### config.mk
export PLATFORM = sky130hd
export DESIGN_NAME = bus_packet_mcfifo
export DESIGN_NICKNAME = d
export VERILOG_FILES = /design/src/rtl/bus_packet_mcfifo.sv
export SDC_FILE = /design/constraint.sdc
export NUM_CORES = 2
export LEC_CHECK = 0
export CAP_MARGIN = 40
export CORE_AREA = 2 2 567 569
export DETAILED_ROUTE_END_ITERATION = 8
export DIE_AREA = 0 0 569 571
export GPL_ROUTABILITY_DRIVEN = 0
export PLACE_DENSITY_LB_ADDON = 0.05
export SYNTH_ARGS = -nofsm -noshare
export SYNTH_HDL_FRONTEND = slang
export SYNTH_SLANG_ARGS = --single-unit
### constraint.sdc
create_clock -name clk -period 10.7 [get_ports clk]
set_clock_uncertainty 0.1 [all_clocks]
set_input_delay 1.605 -clock clk [delete_from_list [all_inputs] [get_ports clk]]
set_output_delay 1.605 -clock clk [all_outputs]
set_load 0.02 [all_outputs]
### src/rtl/bus_packet_mcfifo.sv
// Multi-channel packet FIFO: NUM_CH independent queues with occupancy, high-water mark and sticky error flags.
// Read data is registered, one cycle after the pop is accepted; a full channel still takes a push if it pops in the same cycle.
module bus_packet_mcfifo #(
    parameter int DATA_W   = 64,
    parameter int DEPTH    = 8,
    parameter int NUM_CH   = 4,
    parameter int AFULL_TH = DEPTH - 2
) (
    input  logic                                   clk,
    input  logic                                   rst,
    input  logic [NUM_CH-1:0]                      wr_en,
    input  logic [NUM_CH*DATA_W-1:0]               wr_data,
    input  logic [NUM_CH-1:0]                      rd_en,
    input  logic [NUM_CH-1:0]                      flush,
    input  logic                                   err_clr,
    output logic [NUM_CH*DATA_W-1:0]               rd_data,
    output logic [NUM_CH-1:0]                      rd_valid,
    output logic [NUM_CH-1:0]                      full,
    output logic [NUM_CH-1:0]                      empty,
    output logic [NUM_CH-1:0]                      afull,
    output logic [NUM_CH*($clog2(DEPTH)+1)-1:0]    count,
    output logic [NUM_CH*($clog2(DEPTH)+1)-1:0]    hwm,
    output logic [NUM_CH-1:0]                      overflow_err,
    output logic [NUM_CH-1:0]                      underflow_err
);
    localparam int PW = $clog2(DEPTH);
    localparam int CW = PW + 1;
    localparam logic [CW-1:0] DEPTH_C = CW'(DEPTH);
    localparam logic [CW-1:0] AFULL_C = CW'(AFULL_TH);

    for (genvar c = 0; c < NUM_CH; c++) begin : g_ch
        logic [DATA_W-1:0] mem_q [DEPTH];
        logic [PW-1:0]     wr_ptr_q, wr_ptr_d;
        logic [PW-1:0]     rd_ptr_q, rd_ptr_d;
        logic [CW-1:0]     count_q, count_d;
        logic [CW-1:0]     hwm_q, hwm_d;
        logic [DATA_W-1:0] rd_data_q, rd_data_d;
        logic              rd_valid_q;
        logic              ovf_q, ovf_d;
        logic              udf_q, udf_d;
        logic              push_req, pop_req, push_ok, pop_ok;

        // Flush wins over requests on its own channel and raises no errors.
        always_comb begin
            push_req  = wr_en[c] & ~flush[c];
            pop_req   = rd_en[c] & ~flush[c];
            pop_ok    = pop_req & (count_q != '0);
            push_ok   = push_req & ((count_q != DEPTH_C) | pop_ok);
            wr_ptr_d  = wr_ptr_q;
            rd_ptr_d  = rd_ptr_q;
            count_d   = count_q;
            rd_data_d = rd_data_q;
            if (flush[c]) begin
                wr_ptr_d = '0;
                rd_ptr_d = '0;
                count_d  = '0;
            end else begin
                if (push_ok) wr_ptr_d = wr_ptr_q + PW'(1);
                if (pop_ok) begin
                    rd_ptr_d  = rd_ptr_q + PW'(1);
                    rd_data_d = mem_q[rd_ptr_q];
                end
                if (push_ok && !pop_ok) count_d = count_q + CW'(1);
                else if (pop_ok && !push_ok) count_d = count_q - CW'(1);
            end
            hwm_d = (count_d > hwm_q) ? count_d : hwm_q;
            ovf_d = (push_req & ~push_ok) | (ovf_q & ~err_clr);
            udf_d = (pop_req & ~pop_ok) | (udf_q & ~err_clr);
        end

        always_ff @(posedge clk) begin
            if (rst) begin
                wr_ptr_q   <= '0;
                rd_ptr_q   <= '0;
                count_q    <= '0;
                hwm_q      <= '0;
                rd_data_q  <= '0;
                rd_valid_q <= 1'b0;
                ovf_q      <= 1'b0;
                udf_q      <= 1'b0;
            end else begin
                wr_ptr_q   <= wr_ptr_d;
                rd_ptr_q   <= rd_ptr_d;
                count_q    <= count_d;
                hwm_q      <= hwm_d;
                rd_data_q  <= rd_data_d;
                rd_valid_q <= pop_ok;
                ovf_q      <= ovf_d;
                udf_q      <= udf_d;
            end
        end

        // Storage is not reset; the pointers and count define what is valid.
        always_ff @(posedge clk) begin
            if (!rst && !flush[c] && push_ok) mem_q[wr_ptr_q] <= wr_data[c*DATA_W +: DATA_W];
        end

        assign rd_data[c*DATA_W +: DATA_W] = rd_data_q;
        assign rd_valid[c]                 = rd_valid_q;
        assign full[c]                     = (count_q == DEPTH_C);
        assign empty[c]                    = (count_q == '0);
        assign afull[c]                    = (count_q >= AFULL_C);
        assign count[c*CW +: CW]           = count_q;
        assign hwm[c*CW +: CW]             = hwm_q;
        assign overflow_err[c]             = ovf_q;
        assign underflow_err[c]            = udf_q;
    end

endmodule

# After elaboration in Yosys (flattened, before gate mapping)
# Memories as Yosys holds them, arrays and structs flattened. A register that Yosys moved wholly into a read port is not among the register bits.
# Index checks and enable logic that the tools add are counted.
# word_totals
input_bits	271
mem_count	4
reg_bits	68
mem_bits_rw	2048
# memory_table
memory	depth	word_bits	rd	rd_clocked_by_memory_dff	wr	line	source
g_ch[0].mem_q	8	64	1	1	1	32	logic [DATA_W-1:0] mem_q [DEPTH];
g_ch[1].mem_q	8	64	1	1	1	32	
g_ch[2].mem_q	8	64	1	1	1	32	
g_ch[3].mem_q	8	64	1	1	1	32	
# classes
eq_ne	8
bitwise	57
magnitude_cmp	8
addsub	16
n_mux	20
reduce_logical	45
# ops
op	n
4-bit 2-to-1 mux	12
1-bit AND	32
3-bit by 1-bit adder with 3-bit output, second input constant	8
4-bit by 1-bit adder with 4-bit output, second input constant	4
4-bit == test, second input constant	4
4-bit by 3-bit >= comparator with 1-bit output, second input constant	4
4-bit > comparator	4
1-bit logical AND	16
4-bit zero test	4
4-bit != test, second input constant	4
4-bit nonzero test	4
4-bit by 1-bit subtractor with 4-bit output, second input constant	4
1-bit zero test	13
1-bit NOT	13
1-bit bitwise OR	12
1-bit 2-to-1 mux	8
2-bit AND reduction	4
2-bit OR reduction	4

# Depth between registers and ports, before layout
# depth
depth_word	11
mapped_depth	14
mapped_depth_nobuf	14

# Worst setup path after synthesis
# Ideal clock, no wire load.
# synth_timing
path_kind	input port to flip-flop
startpoint	input port flush[2]
endpoint	memory g_ch[2].mem_q[2][0] (enable)
setup_time_ns	0.666
required_ns	9.934
n_path_buf	0
t_arrival_ns	8.864
setup_slack_ns	1.069
path_stages	4
path_cell_list	nand2b_1 -> a21oi_1 -> nand2b_1 -> nor4b_1
# synth_between
elab_chain_cells	8
word_cells_on_any_way	11
classes_between	mux: 2; bitwise: 6; reduce/logical: 3
# synth_rtl
item	line	source
start: declaration	14	input logic [NUM_CH-1:0] flush,
1-bit NOT (no line)	n/a	
1-bit AND	46	pop_req = rd_en[c] & ~flush[c];
1-bit AND	47	pop_ok = pop_req & (count_q != '0);
1-bit bitwise OR	48	push_ok = push_req & ((count_q != DEPTH_C) | pop_ok);
1-bit AND	48	
1-bit logical AND *	95	if (!rst && !flush[c] && push_ok) mem_q[wr_ptr_q] <= wr_data[c*DATA_W +: DATA_W];
1-bit 2-to-1 mux *	95	
1-bit 2-to-1 mux (not written as such) *	95	
end: declaration	32	
# Mark *: on every way between the ends. The rest lies on a longest branch, timed or not.

# Worst setup path in the final report
# layout_timing
startpoint	register g_ch[2].count_q[0]
endpoint	output port empty[2]
# layout_between
elab_chain_cells	1
# layout_rtl
item	line	source
start: declaration	35	logic [CW-1:0] count_q, count_d;
start signal: assignment	84	count_q <= count_d;
4-bit zero test	101	assign empty[c] = (count_q == '0);
end: declaration	19	output logic [NUM_CH-1:0] empty,
# Every way passes these cells.

==> qor.csv <==
metric,value,unit
status,"finished, final reports clean",
post-route setup TNS,0,ns
P_leak,0.0328,uW
placed standard-cell area,101000,sq um
Fin. Hold Viols,0,
Via Count,43718,
Cells after Synth,4310,
Synth cell types,64,
Post-synth EDFFs,2048,
clock root cell,clkbuf_16,
number of port buffers,582,
starting density of the core,27.8,%
post-synth top area share,69.2,%
"top cells by count, synth","2,048 x edfxtp_1, 512 x mux4_2, 330 x nor2_1",
Final #Nets,5365,
reg2reg end,g_ch[2].mem_q[7][23],
Tcrit/Tclk final,46.7,%
drt drc,0,
fin crit period,4.99,ns
Slew @ Worst Pin,0.872,ns
Placed Instances,8969,
Power Dens Cells,184,nW/um^2
Fmax,200,MHz
Mapped Area,88800,sq um
Sink Count,2372,
critical path class,flip-flop to output pin,
Synth Flop Type,edfxtp_1,
CP max stage cell,clkdlybuf4s50_1,
Final Slew Violations,0,
total gr overflow,0,
non-filler instance count after layout,9515,
Worst-Skew Late Latency,0.86,ns
Pre-antenna DRT Iters,5,
Max-slew headroom,41.9,%
die area,325000,sq um
worst-case reg-to-reg path depth,8,
io pins,583,
overall die height,571,um
asr flop ratio synth,0,%
reg2reg setup slack,6.70,ns
# setup viols final,0,
RSZ-0062 raised after global routing,false,
"area leader, netlist",edfxtp_1,
VDD IR max,0.0984,mV
Initial DRC Count,3200,
H-tree Lvls,5,
element type at the critical path end,output pin,
total track usage,15.0,%
TritonCTS clock tree,yes,
Core Area,319000,sq um
Fillers,29958,
worst r2r src,g_ch[2].count_q[0],
P&R area growth vs syn,23.7,%
Yosys reg bits,2372,
fin area,110000,sq um
first-pass GRT wire length,352000,um
Rows,208,
crit-path max cell delay,0.92,ns
crit start category,flip-flop,
top-count cell post-synth,edfxtp_1,
CTS Buf Count,287,
initial antenna violation count,84,
"Seq/Total Area, Yosys",76.6,%
hold buffers post-CTS,0,
worst hold-check path type,flip-flop to flip-flop,
ANT nets after route,0,
syn nets,4617,
Worst Hold Endpoint,g_ch[2].ovf_q,
number of global-route vias before repair,46314,
Worst Hold Depth,2,
CP Cell Sequence,"inv_1, ha_1, nor3b_2, clkdlybuf4s50_1",
Worst Hold Launch,g_ch[2].ovf_q,
"Avg Cell Area, Syn",20.6,sq um
largest net degree at the start of global routing,93,
Via density,4.59,
number of post-CTS setup repair buffers,0,
Crit path required time,9.00,ns
WL/cell,26.1,um
yosys warns,0,
clk slew on worst S/H paths,0.06,ns
fraction of layout cells with a size suffix above 1,21.1,%
maxcap violations,0,
maximum clock path buffer count,4,
hpwl dp,151000,um
die width,569,um
post-CTS sizing,0,
Routed WL,248000,um
CP max FO,5,
top post-synthesis cells by area,"edfxtp_1 69%, mux4_2 13%, dfxtp_1 7.3%",
Critical Path AT,3.29,ns
report_power, final:
group	switching [uW]	internal, uW	total (uW)
logic	350	250	600
clock network	3890	5600	9500
registers	42.0	10100	10100
total	4290	16000	20200
routing by layer:
metal  GRT usage [%]  share of wire [%]  up-vias
li1                -                  -    19281
met1            20.1                 44    22979
met2            24.1                 48      950
met3            3.50                5.2      448
met4            5.04                3.1       60
met5               0               0.14        -
state kept, by name, indices dropped and copies added (netlist names):
name and count:
g_ch.count_q 16, g_ch.hwm_q 16, g_ch.mem_q 2048, g_ch.ovf_q 4, g_ch.rd_data_q 256, g_ch.rd_ptr_q 12, g_ch.rd_valid_q 4, g_ch.udf_q 4
g_ch.wr_ptr_q 12
placed cells by master, fill, tap and decap left out, types with 89 or more instances in the layout:
master           netlist  routed
a211oi_1             257     257
buf_4                 18      94
clkbuf_1             107      89
clkbuf_16              0     292
clkdlybuf4s50_1        0     581
dfxtp_1              324     312
edfxtp_1            2048    2048
mux2i_1              263     263
mux4_2               512     512
nor2_1               330     322
area by class of cell:
class / instances / area [sq um] / share of cell area, %
Tap cell: 4200 / 5260 / 4.78
Antenna cell: 21 / 52.6 / 0.0478
Timing Repair Buffer: 715 / 7540 / 6.86
Clock buffer: 408 / 8010 / 7.29
Clock inverter: 117 / 1130 / 1.03
Sequential cell: 2372 / 68000 / 61.9
Multi-Input combinational cell: 1652 / 19800 / 18.0
Inverter: 30 / 114 / 0.104
worst max-delay path by stage:
stage                             startpoint  slack (ns)                   end
after floorplan                     flush[2]        1.07   g_ch[2].mem_q[2][0]
after global placement              flush[1]        4.85  g_ch[1].mem_q[2][46]
after detailed placement            flush[3]        5.40      g_ch[3].hwm_q[0]
after CTS                 g_ch[2].count_q[0]        5.59              empty[2]
after global routing      g_ch[2].count_q[0]        5.53              empty[2]
final                     g_ch[2].count_q[0]        5.71              empty[2]
stage by stage:
| step | total power, uW | utilization (%) | setup slack [ns] | hold WS [ns] |
|---|---|---|---|---|
| 2_1_floorplan | 10600 | - | 1.07 | 0.337 |
| 3_3_place_gp | 10900 | 31.2 | 4.85 | 0.358 |
| 3_5_place_dp | 11000 | 31.5 | 5.40 | 0.361 |
| 4_1_cts | 20600 | 34.4 | 5.59 | 0.369 |
| 5_1_grt | 21000 | 34.4 | 5.53 | 0.405 |
| 6_report | 20200 | 34.4 | 5.71 | 0.365 |
kinds of logic (layout without fill, tap and decap cells):
logic type,count (synthesis),count (layout),synth area share [%]
AOI/OAI and AO/OA,331,331,2.82
xor gates and xnor gates,25,25,0.255
adders and majority gates,36,36,0.507
buffers and inverters,286,1270,1.44
DFF,2372,2372,76.6
muxes,775,775,15.9
other,0,21,0
and+or+nand+nor,485,485,2.47
critical path: cells and delay by family, from the launching register on:
| family | cells | cell delay (ns) |
|---|---|---|
| and+or+nand+nor | 1 | 0.66 |
| adders and majority gates | 1 | 0.22 |
| buffers and inverters | 2 | 1.12 |
| DFF | 1 | 0.43 |
Note: power is estimated with default switching activity, not from simulation.
